### config.mk
export PLATFORM = sky130hd
export DESIGN_NAME = ps2_scancode_decoder_flat
export DESIGN_NICKNAME = d
export VERILOG_FILES = /design/src/rtl/ps2_scancode_decoder_if.sv /design/src/rtl/ps2_scancode_decoder.sv /design/src/flat_wrapper.sv
export SDC_FILE = /design/constraint.sdc
export NUM_CORES = 1
export LEC_CHECK = 0
export ABC_AREA = 1
export ABC_CLOCK_PERIOD_IN_PS = 8330
export BUFFER_PORTS_ARGS = -buffer_cell sky130_fd_sc_hd__buf_2
export CAP_MARGIN = 10
export CORE_ASPECT_RATIO = 2
export CORE_MARGIN = 2
export CORE_UTILIZATION = 64
export DETAILED_ROUTE_END_ITERATION = 10
export PLACE_DENSITY = 0.86
export SYNTH_ARGS = -nofsm -noshare
export SYNTH_HDL_FRONTEND = slang
export SYNTH_SLANG_ARGS = --single-unit
### constraint.sdc
create_clock -name clk -period 8.33 [get_ports clk]
set_clock_uncertainty 0.05 [all_clocks]
set_input_delay 0.4165 -clock clk [delete_from_list [all_inputs] [get_ports clk]]
set_output_delay 0.4165 -clock clk [all_outputs]
set_load 0.02 [all_outputs]
### src/rtl/ps2_scancode_decoder_if.sv
// Byte-in / key-event-out bundle between the PS/2 receiver side and the scan code decoder.
interface ps2_scancode_decoder_if;
    logic [7:0] rx_data;
    logic       rx_valid;
    logic [7:0] key_code;
    logic       key_extended;
    logic       key_release;
    logic       key_valid;
    logic [7:0] ascii;
    logic       ascii_valid;
    logic       shift_held;
    logic       timeout_err;

    modport master (
        output rx_data, rx_valid,
        input  key_code, key_extended, key_release, key_valid,
        input  ascii, ascii_valid, shift_held, timeout_err
    );

    modport slave (
        input  rx_data, rx_valid,
        output key_code, key_extended, key_release, key_valid,
        output ascii, ascii_valid, shift_held, timeout_err
    );
endinterface

### src/rtl/ps2_scancode_decoder.sv
// PS/2 scan code set 2 parser: strips E0/F0/E1 prefixes and emits one registered key event per sequence.
// Define SUPPRESS_REPEAT_EN to drop typematic repeat makes of the most recently pressed key.
module ps2_scancode_decoder #(
    parameter int TIMEOUT_CYCLES = 2500000,
    parameter int TO_W           = 22
) (
    input  logic                   clk,
    input  logic                   reset,
    ps2_scancode_decoder_if.slave  bus
);
    typedef enum logic [2:0] {IDLE, EXT, BRK, EXT_BRK, PAUSE} state_t;

    localparam logic [TO_W-1:0] TO_LAST = TO_W'(TIMEOUT_CYCLES - 1);

    state_t          state_q, state_d;
    logic [2:0]      pcnt_q, pcnt_d;
    logic [TO_W-1:0] cnt_q, cnt_d;
    logic            shift_q;
    logic [7:0]      code_q, ascii_q;
    logic            ext_q, rel_q, key_valid_q, ascii_valid_q, tmo_q;

    logic            ev, ev_ext, ev_rel, tmo;
    logic [7:0]      ev_code, asc;
    logic            fake_shift, is_make, is_shift, sup, emit;

    function automatic logic [7:0] to_ascii(input logic [7:0] code, input logic shift);
        logic [7:0] c;
        case (code)
            8'h45: c = 8'h30;  8'h16: c = 8'h31;  8'h1E: c = 8'h32;  8'h26: c = 8'h33;
            8'h25: c = 8'h34;  8'h2E: c = 8'h35;  8'h36: c = 8'h36;  8'h3D: c = 8'h37;
            8'h3E: c = 8'h38;  8'h46: c = 8'h39;
            8'h29: c = 8'h20;  8'h5A: c = 8'h0D;  8'h66: c = 8'h08;
            8'h1C: c = 8'h61;  8'h32: c = 8'h62;  8'h21: c = 8'h63;  8'h23: c = 8'h64;
            8'h24: c = 8'h65;  8'h2B: c = 8'h66;  8'h34: c = 8'h67;  8'h33: c = 8'h68;
            8'h43: c = 8'h69;  8'h3B: c = 8'h6A;  8'h42: c = 8'h6B;  8'h4B: c = 8'h6C;
            8'h3A: c = 8'h6D;  8'h31: c = 8'h6E;  8'h44: c = 8'h6F;  8'h4D: c = 8'h70;
            8'h15: c = 8'h71;  8'h2D: c = 8'h72;  8'h1B: c = 8'h73;  8'h2C: c = 8'h74;
            8'h3C: c = 8'h75;  8'h2A: c = 8'h76;  8'h1D: c = 8'h77;  8'h22: c = 8'h78;
            8'h35: c = 8'h79;  8'h1A: c = 8'h7A;
            default: c = 8'h00;
        endcase
        if (shift && c >= 8'h61 && c <= 8'h7A) c = c - 8'h20;
        return c;
    endfunction

    assign fake_shift = (bus.rx_data == 8'h12) || (bus.rx_data == 8'h59);

    always_comb begin
        state_d = state_q;
        pcnt_d  = pcnt_q;
        cnt_d   = cnt_q;
        ev      = 1'b0;
        ev_ext  = 1'b0;
        ev_rel  = 1'b0;
        ev_code = bus.rx_data;
        tmo     = 1'b0;
        if (bus.rx_valid) begin
            // An arriving byte always beats a coincident timeout expiry.
            cnt_d = '0;
            case (state_q)
                IDLE: begin
                    case (bus.rx_data)
                        8'hE0: state_d = EXT;
                        8'hF0: state_d = BRK;
                        8'hE1: begin
                            state_d = PAUSE;
                            pcnt_d  = 3'd7;
                        end
                        8'hAA, 8'hFA, 8'hEE, 8'hFC, 8'h00, 8'hFF: state_d = IDLE;
                        default: ev = 1'b1;
                    endcase
                end
                EXT: begin
                    if (bus.rx_data == 8'hF0) begin
                        state_d = EXT_BRK;
                    end else if (bus.rx_data != 8'hE0) begin
                        state_d = IDLE;
                        ev      = ~fake_shift;
                        ev_ext  = 1'b1;
                    end
                end
                BRK: begin
                    state_d = IDLE;
                    ev      = 1'b1;
                    ev_rel  = 1'b1;
                end
                EXT_BRK: begin
                    state_d = IDLE;
                    ev      = ~fake_shift;
                    ev_ext  = 1'b1;
                    ev_rel  = 1'b1;
                end
                PAUSE: begin
                    pcnt_d = pcnt_q - 3'd1;
                    if (pcnt_q == 3'd1) begin
                        state_d = IDLE;
                        ev      = 1'b1;
                        ev_ext  = 1'b1;
                        ev_code = 8'hE1;
                    end
                end
                default: state_d = IDLE;
            endcase
        end else if (state_q != IDLE) begin
            if (cnt_q == TO_LAST) begin
                tmo     = 1'b1;
                state_d = IDLE;
                cnt_d   = '0;
            end else if (cnt_q != '1) begin
                cnt_d = cnt_q + 1'b1;
            end
        end else begin
            cnt_d = '0;
        end
    end

    assign is_make  = ev & ~ev_rel;
    assign is_shift = ~ev_ext & ((ev_code == 8'h12) | (ev_code == 8'h59));
    // Shift state is sampled before this event updates it.
    assign asc      = (is_make & ~ev_ext) ? to_ascii(ev_code, shift_q) : 8'h00;

`ifdef SUPPRESS_REPEAT_EN
    logic       last_vld_q;
    logic [8:0] last_key_q;
    logic       same_key;
    assign same_key = last_vld_q & ({ev_ext, ev_code} == last_key_q);
    assign sup      = is_make & (state_q != PAUSE) & same_key;
`else
    assign sup      = 1'b0;
`endif
    assign emit = ev & ~sup;

    always_ff @(posedge clk) begin
        if (reset) begin
            state_q       <= IDLE;
            pcnt_q        <= '0;
            cnt_q         <= '0;
            shift_q       <= 1'b0;
            code_q        <= '0;
            ext_q         <= 1'b0;
            rel_q         <= 1'b0;
            ascii_q       <= '0;
            key_valid_q   <= 1'b0;
            ascii_valid_q <= 1'b0;
            tmo_q         <= 1'b0;
`ifdef SUPPRESS_REPEAT_EN
            last_vld_q    <= 1'b0;
            last_key_q    <= '0;
`endif
        end else begin
            state_q       <= state_d;
            pcnt_q        <= pcnt_d;
            cnt_q         <= cnt_d;
            key_valid_q   <= emit;
            ascii_valid_q <= emit & (asc != 8'h00);
            tmo_q         <= tmo;
            if (emit) begin
                code_q  <= ev_code;
                ext_q   <= ev_ext;
                rel_q   <= ev_rel;
                ascii_q <= asc;
            end
            if (ev & is_shift) shift_q <= ~ev_rel;
`ifdef SUPPRESS_REPEAT_EN
            if (emit & is_make & (state_q != PAUSE)) begin
                last_vld_q <= 1'b1;
                last_key_q <= {ev_ext, ev_code};
            end else if (ev & ev_rel & same_key) begin
                last_vld_q <= 1'b0;
            end
`endif
        end
    end

    assign bus.key_code     = code_q;
    assign bus.key_extended = ext_q;
    assign bus.key_release  = rel_q;
    assign bus.key_valid    = key_valid_q;
    assign bus.ascii        = ascii_q;
    assign bus.ascii_valid  = ascii_valid_q;
    assign bus.shift_held   = shift_q;
    assign bus.timeout_err  = tmo_q;
endmodule

### src/flat_wrapper.sv
// flat-port wrapper written by rule: the top's interface ports become plain ports
module ps2_scancode_decoder_flat 
#(
    parameter int TIMEOUT_CYCLES = 2500000,
    parameter int TO_W           = 22
)
  (clk, reset, bus_rx_data, bus_rx_valid, bus_key_code, bus_key_extended, bus_key_release, bus_key_valid, bus_ascii, bus_ascii_valid, bus_shift_held, bus_timeout_err);
  ps2_scancode_decoder_if bus_i ();
  input  logic clk;
  input  logic reset;
  input wire logic [$bits(bus_i.rx_data)-1:0] bus_rx_data;
  input wire logic [$bits(bus_i.rx_valid)-1:0] bus_rx_valid;
  output wire logic [$bits(bus_i.key_code)-1:0] bus_key_code;
  output wire logic [$bits(bus_i.key_extended)-1:0] bus_key_extended;
  output wire logic [$bits(bus_i.key_release)-1:0] bus_key_release;
  output wire logic [$bits(bus_i.key_valid)-1:0] bus_key_valid;
  output wire logic [$bits(bus_i.ascii)-1:0] bus_ascii;
  output wire logic [$bits(bus_i.ascii_valid)-1:0] bus_ascii_valid;
  output wire logic [$bits(bus_i.shift_held)-1:0] bus_shift_held;
  output wire logic [$bits(bus_i.timeout_err)-1:0] bus_timeout_err;
  assign bus_i.rx_data = bus_rx_data;
  assign bus_i.rx_valid = bus_rx_valid;
  assign bus_key_code = bus_i.key_code;
  assign bus_key_extended = bus_i.key_extended;
  assign bus_key_release = bus_i.key_release;
  assign bus_key_valid = bus_i.key_valid;
  assign bus_ascii = bus_i.ascii;
  assign bus_ascii_valid = bus_i.ascii_valid;
  assign bus_shift_held = bus_i.shift_held;
  assign bus_timeout_err = bus_i.timeout_err;
  ps2_scancode_decoder #(.TIMEOUT_CYCLES(TIMEOUT_CYCLES), .TO_W(TO_W)) u_core (.clk(clk), .reset(reset), .bus(bus_i));
endmodule
# ---- Word level (Yosys, flattened, before mapping)
# Memory sizes are Yosys's and may differ from the RTL's.
# Index checks and enable logic that the tools add are counted.
dict set report word_totals {
  regBits 50
  romBits 896
  input_bits 11
  output_inout_bits 22
  n_memories 1
}
# memory words word_bits rd rd_ports_with_merged_regs wr line_no
set mem_list {}
lappend mem_list {{(no name shown)} 128 7 1 0 0 ps2_scancode_decoder.sv:28} ;# case (code)
dict set report classes {
  addsub 3
  magnitude_cmp 2
  eq_ne 24
  n_mux 29
  bitwise_logic 10
  reduce_logical 17
}
# operator count
set op_table {}
lappend op_table {{$eq 8x8->1 const B} 8}
lappend op_table {{$mux 8} 6}
lappend op_table {{$add 22x1->22 const B} 1}
lappend op_table {{$eq 22x22->1 const B} 1}
lappend op_table {{$ne 22x22->1 const B} 1}
lappend op_table {{$mux 3} 7}
lappend op_table {{$eq 8x5->1 const B} 2}
lappend op_table {{$eq 8x7->1 const B} 2}
lappend op_table {{$pmux 3 s4} 1}
lappend op_table {{$mux 1} 11}
lappend op_table {{$pmux 3 s3} 1}
lappend op_table {{$reduce_or 9->1} 1}
lappend op_table {{$ge 8x7->1 const B} 1}
lappend op_table {{$le 8x7->1 const B} 1}
lappend op_table {{$logic_not 8->1} 1}
lappend op_table {{$ne 8x8->1 const B} 1}
lappend op_table {{$reduce_bool 8->1} 1}
lappend op_table {{$sub 8x6->8 const B} 1}
lappend op_table {{$eq 3x1->1 const B} 2}
lappend op_table {{$eq 3x2->1 const B} 2}
lappend op_table {{$ne 6x5->1 const B} 1}
lappend op_table {{$pmux 3 s2} 1}
lappend op_table {{$reduce_bool 2->1} 3}
lappend op_table {{$reduce_or 6->1} 1}
lappend op_table {{other kinds (19)} 27}

# ---- Depth between registers and ports, before layout
# Gate-level depths: netlist (run 1).
# An unclocked memory read counts as a cell.
dict set report depth {
  word_depth 13
  depth_mapped 26
  mapped_depth_nobuf 24
}

# ---- Least setup slack after synthesis (run 1)
# OpenSTA, ideal clock, no wires.
dict set report synth_path {
  kind {register to register}
  startpoint {register u_core.pcnt_q[0]}
  endpoint {register u_core.ascii_valid_q (netlist: u_core.bus.ascii_valid)}
  arrival_ns 2.728
  t_required_ns 8.171
  setup_slack_ns 5.443
  stages_incl_launch_ff 24
  synth_period_minus_slack_ns 2.887
  path_cell_list {dfxtp_1 -> ha_1 -> inv_1 -> nor2_2 -> nand4_2 -> buf_6 -> buf_6 -> nand2_1 -> inv_1 -> ha_1 -> o21ai_1 -> inv_1 -> nor2_1 -> nand2_1 -> nand2_1 -> nand2_1 -> nand2_2 -> inv_1 -> ha_1 -> nand4_1 -> nand2_1 -> nand3_1 -> nand2_1 -> inv_1}
}
dict set report synth_between {
  elab_chain_len 13
}
# item line_no
set synth_rtl {}
lappend synth_rtl {{start: declaration} ps2_scancode_decoder.sv:16} ;# logic [2:0] pcnt_q, pcnt_d;
lappend synth_rtl {{start signal: assignment} ps2_scancode_decoder.sv:152} ;# pcnt_q <= pcnt_d;
lappend synth_rtl {{$eq 3x1->1 (*)} ps2_scancode_decoder.sv:95} ;# if (pcnt_q == 3'd1) begin
lappend synth_rtl {{$mux 8} ps2_scancode_decoder.sv:95}
lappend synth_rtl {{$mux 8} ps2_scancode_decoder.sv:60} ;# case (state_q)
lappend synth_rtl {{$mux 8} ps2_scancode_decoder.sv:57} ;# if (bus.rx_valid) begin
lappend synth_rtl {{$mem_v2 128x7} -}
lappend synth_rtl {{$mux 8} ps2_scancode_decoder.sv:28}
lappend synth_rtl {{$ge 8x7->1} ps2_scancode_decoder.sv:42} ;# if (shift && c >= 8'h61 && c <= 8'h7A) c = c - 8'h20;
lappend synth_rtl {{$logic_and 1x1->1 (2 in series)} ps2_scancode_decoder.sv:42}
lappend synth_rtl {{$mux 8} ps2_scancode_decoder.sv:42}
lappend synth_rtl {{$mux 8} ps2_scancode_decoder.sv:120} ;# assign asc = (is_make & ~ev_ext) ? to_ascii(ev_code, shift_q) : 8'h00;
lappend synth_rtl {{$reduce_bool 8->1} ps2_scancode_decoder.sv:155} ;# ascii_valid_q <= emit & (asc != 8'h00);
lappend synth_rtl {{$and 1x1->1 (*)} ps2_scancode_decoder.sv:155}
lappend synth_rtl {{end signal: assignment} ps2_scancode_decoder.sv:155}
lappend synth_rtl {{end: declaration} ps2_scancode_decoder.sv:20} ;# logic ext_q, rel_q, key_valid_q, ascii_valid_q, tmo_q;
# Mark *: on every way between the ends. The rest lies on a longest branch, timed or not.
# A chain may end at the register's enable or synchronous reset.

# ---- Final worst setup path (run 1)
dict set report layout_path {
  startpoint {register u_core.pcnt_q[0]}
  endpoint {register u_core.ascii_valid_q (netlist: u_core.bus.ascii_valid)}
}
dict set report layout_between {
  elab_chain_len 13
}
# item line_no
set layout_rtl {}
lappend layout_rtl {{$eq 3x1->1 (*)} ps2_scancode_decoder.sv:95}
lappend layout_rtl {{$mux 8 (*)} ps2_scancode_decoder.sv:95}
lappend layout_rtl {{$mux 8 (*)} ps2_scancode_decoder.sv:60}
lappend layout_rtl {{$mux 8 (*)} ps2_scancode_decoder.sv:57}
lappend layout_rtl {{named net u_core.ev_code[0]} ps2_scancode_decoder.sv:23} ;# logic [7:0] ev_code, asc;
lappend layout_rtl {{$mem_v2 128x7 (*)} -}
lappend layout_rtl {{$mux 8 (*)} ps2_scancode_decoder.sv:28}
lappend layout_rtl {{$ge 8x7->1} ps2_scancode_decoder.sv:42}
lappend layout_rtl {{$logic_and 1x1->1 (2 in series)} ps2_scancode_decoder.sv:42}
lappend layout_rtl {{$mux 8 (*)} ps2_scancode_decoder.sv:42}
lappend layout_rtl {{$mux 8 (*)} ps2_scancode_decoder.sv:120}
lappend layout_rtl {{$reduce_bool 8->1 (*)} ps2_scancode_decoder.sv:155}
lappend layout_rtl {{$and 1x1->1 (*)} ps2_scancode_decoder.sv:155}
# Mark *: on every way through the listed nets, which the timed path passes. The rest lies on a longest branch.

==> impl_metrics.py, run 1 <==
metrics = {
    "synthesis": {
        "synth_area_mm2": 0.003512,
        "synth_seq_cells": 50,
        "synth_top_area_cell": "dfxtp_1",
        "synth_ff_type": "dfxtp_1",
        "seq_area_frac_synth": 0.2850,
        "syn_nets": 587,
        "synth_top_area_share": 0.2850,
        "synthArstFlopShare": 0,
        "syn_inst": 566,
        "ys_top_cells_by_area": "dfxtp_1, nand2_1, inv_1",
        "synth_edf_count": 0,
        "ys_types": 40,
        "syn_area_per_cell_um2": 6.205,
        "ys_warn_count": 0,
    },
    "detailed_routing": {
        "ant_nets": 0,
        "drtIter0Drc": 191,
        "vias_per_cell": 5.957,
        "vias": 3884,
        "postRouteWirelength_um": 11270,
        "first_pass_iters": 5,
        "drc": 0,
        "wl_per_cell_um": 17.29,
    },
    "pwr": {
        "power.density_mw_per_mm2": 139.0,
        "switching_power_mw": 0.1797,
        "pwr-share-clk": 0.303,
        "combinationalPowerShare": 0.213,
        "p_int_mw": 0.3421,
        "seqPwrFrac": 0.484,
        "leakage_nw": 1.717,
        "p_sw_frac": 0.3444,
        "vdd_ir_drop_max_v": 0.0001434,
    },
    "cts": {
        "clkTransAtPathRegs_ns": 0.11,
        "tritoncts": "yes",
        "cts_setup_buffers": 0,
        "cts_max_path_buffers": 2,
        "cts_hold_buf": 0,
        "clock_latency_ns": 0.32,
        "numCtsBuffers": 5,
        "cts_sinks": 50,
        "cts-resized-gates": 0,
        "cts_max_level": 2,
        "cts_root_buf": "clkbuf_8",
    },
    "grt": {
        "met1_usage": 0.3323,
        "grt_start_max_net_pins": 23,
        "antenna_found_initial": 0,
        "use_met2": 0.7538,
        "grt_first_pass_wirelength_um": 18240,
        "grt.total_usage": 0.3906,
        "grt_busiest_layer": "met2",
        "grt_pass1_vias": 3971,
        "grt-ovfl-total": 0,
        "use_met3": 0.04745,
    },
    "worst_setup_path": {
        "worstPathCellList": "ha_1 -> inv_1 -> nor2_2 -> nand4_2 -> nand2_1 -> inv_1 -> ha_1 -> o21ai_1 -> inv_1 -> nor2_1 -> nand2_1 -> nand2_1 -> nand2_1 -> nand2_2 -> inv_1 -> ha_1 -> nand4_1 -> nand2_1 -> nand3_1 -> nand2_1 -> inv_1",
        "cp.depth": 21,
        "worstPathArrival_ns": 3.87,
        "worst_r2r_endpoint": "u_core.bus.ascii_valid",
        "slowest_delay_ns": 0.55,
        "criticalPathCategory": "flip-flop to flip-flop",
        "crit_slowest_cell": "nand4_2",
        "reg2regPathDepth": 21,
        "cp_num_buf_inv": 5,
        "cp_common_cell": "nand2_1",
        "critPathTopFamily": "simple AND/OR/NAND/NOR gates",
        "critPathCaptureType": "flip-flop",
        "rrSetupSlack_ns": 4.64,
        "startpoint": "u_core.pcnt_q[0]",
        "crit_fanout": 20,
        "r2r-start": "u_core.pcnt_q[0]",
        "crit_required_ns": 8.51,
        "start_kind": "flip-flop",
        "endpoint": "u_core.bus.ascii_valid",
    },
    "final_layout": {
        "multi_input_area_mm2": 0.002078,
        "diodes": 0,
        "fillers": 533,
        "postLayoutCellArea_mm2": 0.003754,
        "area_delta_synth_final_pct": 6.876,
        "fin_nets": 612,
        "seq_area_mm2": 0.001001,
        "drive_gt1_frac": 0.1318,
    },
    "timing": {
        "setup_viol": 0,
        "max_freq_ghz": 0.2709,
        "finalSetupTns_ns": 0,
        "fin_crit_sh": 0.4432,
        "layout_min_cycle_time_ns": 3.692,
        "relSlewSlack": 0.5432,
        "worst_slew_pin_slew_ns": 0.6836,
        "rsz0062_at_grt": "false",
        "report.final.slew_viol_count": 0,
        "hold_viol": 0,
    },
    "place": {
        "gp_congestion": 0.9964,
        "placed_cell_area_mm2": 0.003656,
        "hpwl_um": 8891,
        "port_buffers": 32,
    },
    "run": {
        "cap_violations": 0,
    },
    "floorplan": {
        "io_pins": 33,
        "core_mm2": 0.005373,
        "die_w_um": 56.38,
        "die-area_mm2": 0.006132,
        "die_h_um": 108.8,
        "start_util": 0.6537,
        "rows": 38,
    },
    "hold_path": {
        "hp-class": "input port to flip-flop",
    },
    "outcome": {
        "status": "completed",
    },
}
==> cell usage after synthesis (all sizes together), types with 2 or more instances <==
master	count
xnor2	2
nand3	51
o21ai	34
nand4	10
clkbuf	3
nand2	142
nor2	72
xor2	3
nor4	12
a31oi	4
nor3	19
buf	11
a211oi	2
a21oi	39
o211ai	2
nand3b	3
inv	91
ha	10
dfxtp	50
==> registers in the layout, summed over array words and instances (netlist names), 3 cells and up <==
name,cells
u_core.cnt_q,22
u_core.bus.ascii,8
u_core.bus.key_code,8
u_core.pcnt_q,3
u_core.state_q,3
==> power by group through the flow <==
stage          Sequential [mW]  Combinational [mW]  Clock (mW)
4_1_cts                  0.252               0.109       0.161
2_1_floorplan            0.266              0.0704           0
5_1_grt                  0.253               0.123       0.169
3_5_place_dp             0.258               0.109           0
6_report                 0.252               0.111       0.158
3_3_place_gp             0.257               0.107           0
==> per-stage QoR <==
step,utilization,cells,power (mW),hold WS [ns],worst slack (ns)
after floorplan,-,566,0.3362,0.3975,5.443
after global placement,0.6805,644,0.3644,0.3984,4.892
after detailed placement,0.6805,644,0.3663,0.4051,4.684
after CTS,0.6986,652,0.5225,0.3907,4.661
after global routing,0.6986,652,0.5446,0.4106,4.197
final,0.6986,652,0.5218,0.4022,4.638
==> worst register-to-register path, stage by stage, from the launching register on <==
cell	delay (ns)
dfxtp_1	0.38
ha_1	0.16
inv_1	0.04
nor2_2	0.15
nand4_2	0.55
nand2_1	0.43
inv_1	0.15
ha_1	0.37
o21ai_1	0.18
inv_1	0.09
nor2_1	0.13
nand2_1	0.06
nand2_1	0.06
nand2_1	0.05
nand2_2	0.08
inv_1	0.05
ha_1	0.26
nand4_1	0.09
nand2_1	0.10
nand3_1	0.07
nand2_1	0.06
inv_1	0.05
==> placed cells by master (no fill, tap or decap), types with 3 or more instances in the layout <==
master,n
inv_2,9
nor2_2,7
a21oi_1,37
nand3b_1,3
nand2_1,132
ha_1,10
buf_2,32
o21ai_0,30
nor3_1,19
nand2_2,7
nor2_1,65
a31oi_1,4
nand4_1,9
clkbuf_8,5
xor2_1,3
nand2_4,3
nand3_1,48
inv_1,82
dfxtp_1,50
o21ai_1,3
nor4_1,11
==> layer usage <==
layer / share of wire / wire (um) / vias to the layer above
li1: - / - / 1881
met1: 0.33 / 3673 / 1767
met2: 0.55 / 6217 / 172
met3: 0.037 / 414 / 64
met4: 0.086 / 967 / 0
met5: 0 / 0 / -
==> cell type report <==
class / count / area share
Timing Repair Buffer: 32 / 0.04267
Tap cell: 60 / 0.02000
Multi-Input combinational cell: 411 / 0.5537
Inverter: 91 / 0.09100
Clock inverter: 3 / 0.007667
Sequential cell: 50 / 0.2667
Clock buffer: 5 / 0.01833
==> cell families after synthesis <==
group | after synthesis | synth area share
buffers and inverters | 105 | 0.1233
xor gates and xnor gates | 5 | 0.01247
adders and majority gates | 10 | 0.03563
AOI/OAI and AO/OA | 85 | 0.1368
and+or+nand+nor | 311 | 0.4068
DFF | 50 | 0.2850
==> worst min-delay path by stage <==
stage | startpoint | end | slack (ns) | cells past startpoint
after floorplan | u_core.cnt_q[0] | u_core.cnt_q[0] | 0.40 | 1
after global placement | u_core.bus.ascii[2] | u_core.bus.ascii[2] | 0.40 | 2
after detailed placement | u_core.bus.ascii[3] | u_core.bus.ascii[3] | 0.41 | 2
after CTS | reset | u_core.bus.key_valid | 0.39 | 2
after global routing | reset | u_core.bus.key_valid | 0.41 | 2
final | reset | u_core.bus.key_valid | 0.40 | 2
(Power assumes the default switching activity.)
==> inputs of run 2 (changes only) <==
Settings changed: ABC_CLOCK_PERIOD_IN_PS 8330 to 3800, CORE_UTILIZATION 64 to 60, PLACE_DENSITY 0.86 to 0.82.
Clock period 8.33 ns to 3.8 ns, I/O delays scaled along.
==> run 2 against run 1 <==
- design area increased by 1.7%
- combinational power up 120%
- largest power group unchanged
- highest routed layer unchanged
- first-iteration DRC count increased by 54%
- non-clock buffer count rose by 1
- worst setup slack worse by 4.0 ns
==> impl_metrics.py, run 2 (same netlist as run 1, synthesis figures left out) <==
metrics = {
    "outcome": {
        "status": "completed",
    },
    "floorplan": {
        "die-area_mm2": 0.006519,
        "rows": 39,
        "io_pins": 33,
        "start_util": 0.6205,
        "core_mm2": 0.005660,
        "die_h_um": 112.2,
        "die_w_um": 58.10,
    },
    "timing": {
        "report.final.slew_viol_count": 0,
        "worst_slew_pin_slew_ns": 0.5605,
        "hold_viol": 0,
        "relSlewSlack": 0.6236,
        "rsz0062_at_grt": "false",
        "max_freq_ghz": 0.3114,
        "holdWs_ns": 0.2024,
        "worst_slack_ns": 0.5884,
        "finalSetupTns_ns": 0,
        "fin_crit_sh": 0.8452,
        "setup_viol": 0,
        "layout_min_cycle_time_ns": 3.212,
    },
    "detailed_routing": {
        "drtIter0Drc": 294,
        "postRouteWirelength_um": 11080,
        "ant_nets": 0,
        "first_pass_iters": 6,
        "wl_per_cell_um": 16.94,
        "vias": 3855,
        "drc": 0,
        "vias_per_cell": 5.894,
    },
    "final_layout": {
        "drive_gt1_frac": 0.1332,
        "largest_register": "u_core.cnt_q",
        "area_delta_synth_final_pct": 8.693,
        "diodes": 0,
        "fin_nets": 613,
        "final_cell_mix": "nand2_1, inv_1, nor2_1",
        "largest_reg_flops": 22,
        "layout_commonest_cell": "nand2_1",
    },
    "grt": {
        "grt_pass1_vias": 3913,
        "grt-ovfl-total": 0,
        "grt_first_pass_wirelength_um": 18150,
        "antenna_found_initial": 0,
        "grt_start_max_net_pins": 23,
        "grt.total_usage": 0.3646,
    },
    "cts": {
        "cts_root_buf": "clkbuf_16",
        "cts_setup_buffers": 0,
        "cts_max_path_buffers": 2,
        "clock_latency_ns": 0.30,
        "cts-resized-gates": 0,
        "clkTransAtPathRegs_ns": 0.08,
        "cts_max_level": 2,
        "tritoncts": "yes",
        "numCtsBuffers": 5,
        "cts_hold_buf": 0,
        "cts_sinks": 50,
    },
    "pwr": {
        "leakage_nw": 1.742,
        "combinationalPowerShare": 0.190,
        "pwr-share-clk": 0.377,
        "seqPwrFrac": 0.434,
        "power.density_mw_per_mm2": 334.4,
        "p_sw_frac": 0.3236,
        "power_mw": 1.277,
        "vdd_ir_drop_max_v": 0.0004311,
        "p_int_mw": 0.8635,
        "switching_power_mw": 0.4131,
    },
    "worst_setup_path": {
        "worstPathArrival_ns": 3.37,
        "criticalPathCategory": "flip-flop to flip-flop",
        "crit_required_ns": 3.95,
        "start_kind": "flip-flop",
        "critPathCaptureType": "flip-flop",
        "crit_fanout": 10,
    },
    "place": {
        "gp_congestion": 1.054,
        "hpwl_um": 8688,
        "dp_worst_setup_slack_ns": 0.6260,
        "port_buffers": 32,
    },
    "hold_path": {
        "hp-class": "input port to flip-flop",
    },
    "run": {
        "cap_violations": 0,
    },
}
## run 2: cell types whose count changed in the layout (fill, tap and decap cells not counted)
cell	delta
clkinv_4	-1
clkbuf_16	+5
clkbuf_8	-5
buf_4	+1
clkinvlp_4	+1
## run 2: final cells by class
cell class / instances / area, um^2
Clock buffer: 5 / 125.1
Clock inverter: 3 / 27.53
Multi-Input combinational cell: 411 / 2078
Fill cell: 549 / 1843
Sequential cell: 50 / 1001
Inverter: 91 / 341.6
Tap cell: 61 / 76.32
Timing Repair Buffer: 33 / 167.7
## run 2: per-stage QoR
stage,instance area [um^2],utilization,std cells
2_1_floorplan,3512,-,566
3_3_place_gp,3665,0.6474,646
3_5_place_dp,3665,0.6474,646
4_1_cts,3817,0.6744,654
5_1_grt,3817,0.6744,654
6_report,3817,0.6744,654
## run 2: worst paths after layout
kind,from,endpoint,slack [ns],depth (start not counted)
min,reset,u_core.bus.key_valid,0.20,2
max,u_core.pcnt_q[0],u_core.bus.ascii_valid,0.59,21
min reg2reg,u_core.bus.ascii[7],u_core.bus.ascii[7],0.42,2
max reg2reg,u_core.pcnt_q[0],u_core.bus.ascii_valid,0.59,21
## run 2: critical path, stage by stage (launching register included)
cell	delay [ns]
dfxtp_1	0.37
ha_1	0.16
inv_1	0.05
nor2_2	0.15
nand4_2	0.26
nand2_1	0.25
inv_1	0.12
ha_1	0.35
o21ai_1	0.18
inv_1	0.10
nor2_1	0.14
nand2_1	0.07
nand2_1	0.06
nand2_1	0.05
nand2_2	0.08
inv_1	0.04
ha_1	0.27
nand4_1	0.09
nand2_1	0.09
nand3_1	0.07
nand2_1	0.06
inv_1	0.04
## run 2: power by group through the flow
stage               logic (mW)  registers, mW  clock network [mW]
CTS                      0.237          0.553               0.483
floorplan                0.154          0.583                   0
global route             0.269          0.555               0.506
detailed placement       0.236          0.565                   0
global placement         0.235          0.564                   0
finish                   0.242          0.554               0.481
## run 2: layer usage
| metal | vias up | global-route usage | part of all wire |
|---|---|---|---|
| met4 | 0 | 0.2543 | 0.073 |
| li1 | 1887 | - | - |
| met1 | 1756 | 0.3114 | 0.32 |
| met3 | 59 | 0.05530 | 0.039 |
| met5 | - | 0 | 0 |
| met2 | 153 | 0.7106 | 0.57 |
==> inputs of run 3 (changes only) <==
Settings changed: ABC_CLOCK_PERIOD_IN_PS 3800 to 2650, CORE_UTILIZATION 60 to 54, PLACE_DENSITY 0.82 to 0.78.
Clock period 3.8 ns to 2.65 ns, I/O delays scaled along.
==> run 3 against run 2 <==
- the run now ends with negative setup slack left
- critical endpoint unchanged
- global-route usage fell by 1.9 points
- clock power grew 42%
- critical path type unchanged
- largest cell class unchanged
- die area rose by 11%
- hold slack worse by 0.030 ns
- sequential power increased by 43%
==> impl_metrics.py, run 3 (same netlist as run 1, synthesis figures left out) <==
metrics = {
    "final_layout": {
        "layoutNonFillerInstCount": 705,
        "fillers": 595,
        "postLayoutCellArea_mm2": 0.004177,
        "fin_nets": 639,
        "largest_reg_flops": 22,
        "layout_commonest_cell": "nand2_1",
        "multi_input_area_mm2": 0.002188,
        "utilization": 0.6619,
        "area_delta_synth_final_pct": 18.92,
        "seq_area_mm2": 0.001003,
        "largest_register": "u_core.cnt_q",
        "final_cell_mix": "nand2_1, inv_1, nor2_1",
        "drive_gt1_frac": 0.2068,
        "diodes": 0,
    },
    "hold_path": {
        "holdPathStages": 2,
        "worstHoldStart": "reset",
        "hp-class": "input port to flip-flop",
        "holdPathEnd": "u_core.bus.key_valid",
    },
    "worst_setup_path": {
        "crit_fanout": 4,
        "worstPathArrival_ns": 2.84,
        "criticalPathCategory": "flip-flop to flip-flop",
        "r2r-start": "u_core.pcnt_q[1]",
        "worst_r2r_endpoint": "u_core.bus.ascii_valid",
        "crit_required_ns": 2.80,
        "start_kind": "flip-flop",
        "reg2regPathDepth": 23,
        "critPathCaptureType": "flip-flop",
        "rrSetupSlack_ns": -0.04,
    },
    "timing": {
        "fin_crit_sh": 1.015,
        "report.final.slew_viol_count": 0,
        "setup_viol": 2,
        "max_freq_ghz": 0.3716,
        "worst_slew_pin_slew_ns": 0.5889,
        "relSlewSlack": 0.6045,
        "layout_min_cycle_time_ns": 2.691,
        "rsz0062_at_grt": "true",
        "hold_viol": 0,
        "worst_slack_ns": -0.04088,
    },
    "place": {
        "hpwl_um": 9021,
        "port_buffers": 32,
        "placed_cell_area_mm2": 0.003951,
        "gp_congestion": 1.000,
        "dp.cells": 696,
    },
    "detailed_routing": {
        "postRouteWirelength_um": 11330,
        "vias": 3892,
        "first_pass_iters": 6,
        "drtIter0Drc": 240,
        "drc": 0,
        "vias_per_cell": 5.521,
        "ant_nets": 0,
        "wl_per_cell_um": 16.07,
    },
    "pwr": {
        "power_mw": 1.877,
        "leakage_nw": 1.881,
        "switching_power_mw": 0.6051,
        "power.density_mw_per_mm2": 449.4,
        "p_int_mw": 1.272,
        "combinationalPowerShare": 0.214,
        "pwr-share-clk": 0.364,
        "vdd_ir_drop_max_v": 0.0004020,
        "seqPwrFrac": 0.422,
        "p_sw_frac": 0.3224,
    },
    "outcome": {
        "violations": "negative setup slack",
        "status": "complete, but fails checks",
    },
    "run": {
        "cap_violations": 0,
    },
    "floorplan": {
        "start_util": 0.5566,
        "rows": 41,
        "die_h_um": 118.1,
        "core_mm2": 0.006310,
        "die-area_mm2": 0.007204,
        "io_pins": 33,
        "die_w_um": 61.03,
    },
    "cts": {
        "clkTransAtPathRegs_ns": 0.07,
        "cts_max_level": 2,
        "tritoncts": "yes",
        "cts_max_path_buffers": 2,
        "cts_root_buf": "clkbuf_16",
        "cts_sinks": 50,
        "clock_latency_ns": 0.30,
        "numCtsBuffers": 5,
    },
    "grt": {
        "grt-ovfl-total": 0,
        "grt_first_pass_wirelength_um": 18640,
        "grt_pass1_vias": 3852,
        "antenna_found_initial": 0,
        "grt_start_max_net_pins": 23,
        "grt.total_usage": 0.3456,
    },
}
run 3: cell types whose count changed in the layout (fill, tap and decap cells not counted), sizes merged:
cell,previous run,this run
buf,33,59
clkinv,0,2
clkinvlp,1,0
inv,93,92
run 3: cell type report:
type                            count  area share
Clock buffer                        5     0.02996
Tap cell                           86     0.02576
Timing Repair Buffer               59     0.09077
Clock inverter                      3    0.006890
Sequential cell                    50      0.2403
Inverter                           91     0.08238
Multi-Input combinational cell    411      0.5240
run 3: metal layers:
layer | up-vias | routed length (um) | track usage
met4 | 0 | 890 | 0.2446
met5 | - | 0 | 0
met3 | 58 | 400 | 0.05055
met1 | 1757 | 3742 | 0.3359
met2 | 137 | 6297 | 0.6104
li1 | 1940 | - | -
run 3: power by group through the flow:
stage | sequential, mW | clock, mW | combinational [mW]
2_1_floorplan | 0.836 | 0 | 0.230
3_3_place_gp | 0.808 | 0 | 0.383
3_5_place_dp | 0.808 | 0 | 0.386
4_1_cts | 0.792 | 0.695 | 0.396
5_1_grt | 0.795 | 0.726 | 0.443
6_report | 0.792 | 0.683 | 0.402
run 3: worst max path at each step:
| stage | depth (start not counted) | from | end | slack, ns |
|---|---|---|---|---|
| 3_3_place_gp | 22 | u_core.pcnt_q[1] | u_core.bus.ascii_valid | -0.10 |
| 2_1_floorplan | 25 | u_core.pcnt_q[1] | u_core.bus.ascii_valid | -0.06 |
| 3_5_place_dp | 21 | u_core.pcnt_q[1] | u_core.bus.ascii_valid | -0.15 |
| 4_1_cts | 22 | u_core.pcnt_q[1] | u_core.bus.ascii_valid | 0.002 |
| 5_1_grt | 23 | u_core.pcnt_q[1] | u_core.bus.ascii_valid | -0.30 |
| 6_report | 23 | u_core.pcnt_q[1] | u_core.bus.ascii_valid | -0.04 |
run 3: per-stage QoR:
stage	worst slack (ns)	hold slack, ns	TNS, ns
after floorplan	-0.05853	0.2584	-0.05853
after global placement	-0.1027	0.4007	-0.2630
after detailed placement	-0.1475	0.4076	-0.4125
after CTS	0.001773	0.1779	0
after global routing	-0.2990	0.1973	-0.7933
final	-0.04088	0.1724	-0.06419
run 3: what timing repair did:
action | CTS | global route
endpoints found under the setup margin | 4 | 5
setup buffers | 1 | 0
pin swaps | 7 | 0
hold buffers | 0 | 0
resized for setup | 12 | 3
run 3: worst max-delay path: stages, from the launching register on:
cell and delay, ns:
dfxtp_2 0.32, inv_2 0.07, ha_4 0.12, inv_2 0.04, nor2_4 0.10, nand4_4 0.14
nand2_4 0.13, inv_4 0.05, ha_4 0.14, nand3b_1 0.29, inv_1 0.13, nor2_2 0.05
nand2_1 0.06, nand3_1 0.07, nand2_1 0.07, nand2_1 0.05, nand2_2 0.09, inv_2 0.05
ha_4 0.25, nand4_1 0.06, nand2_1 0.09, nand3_1 0.07, nand2_1 0.06, inv_1 0.04
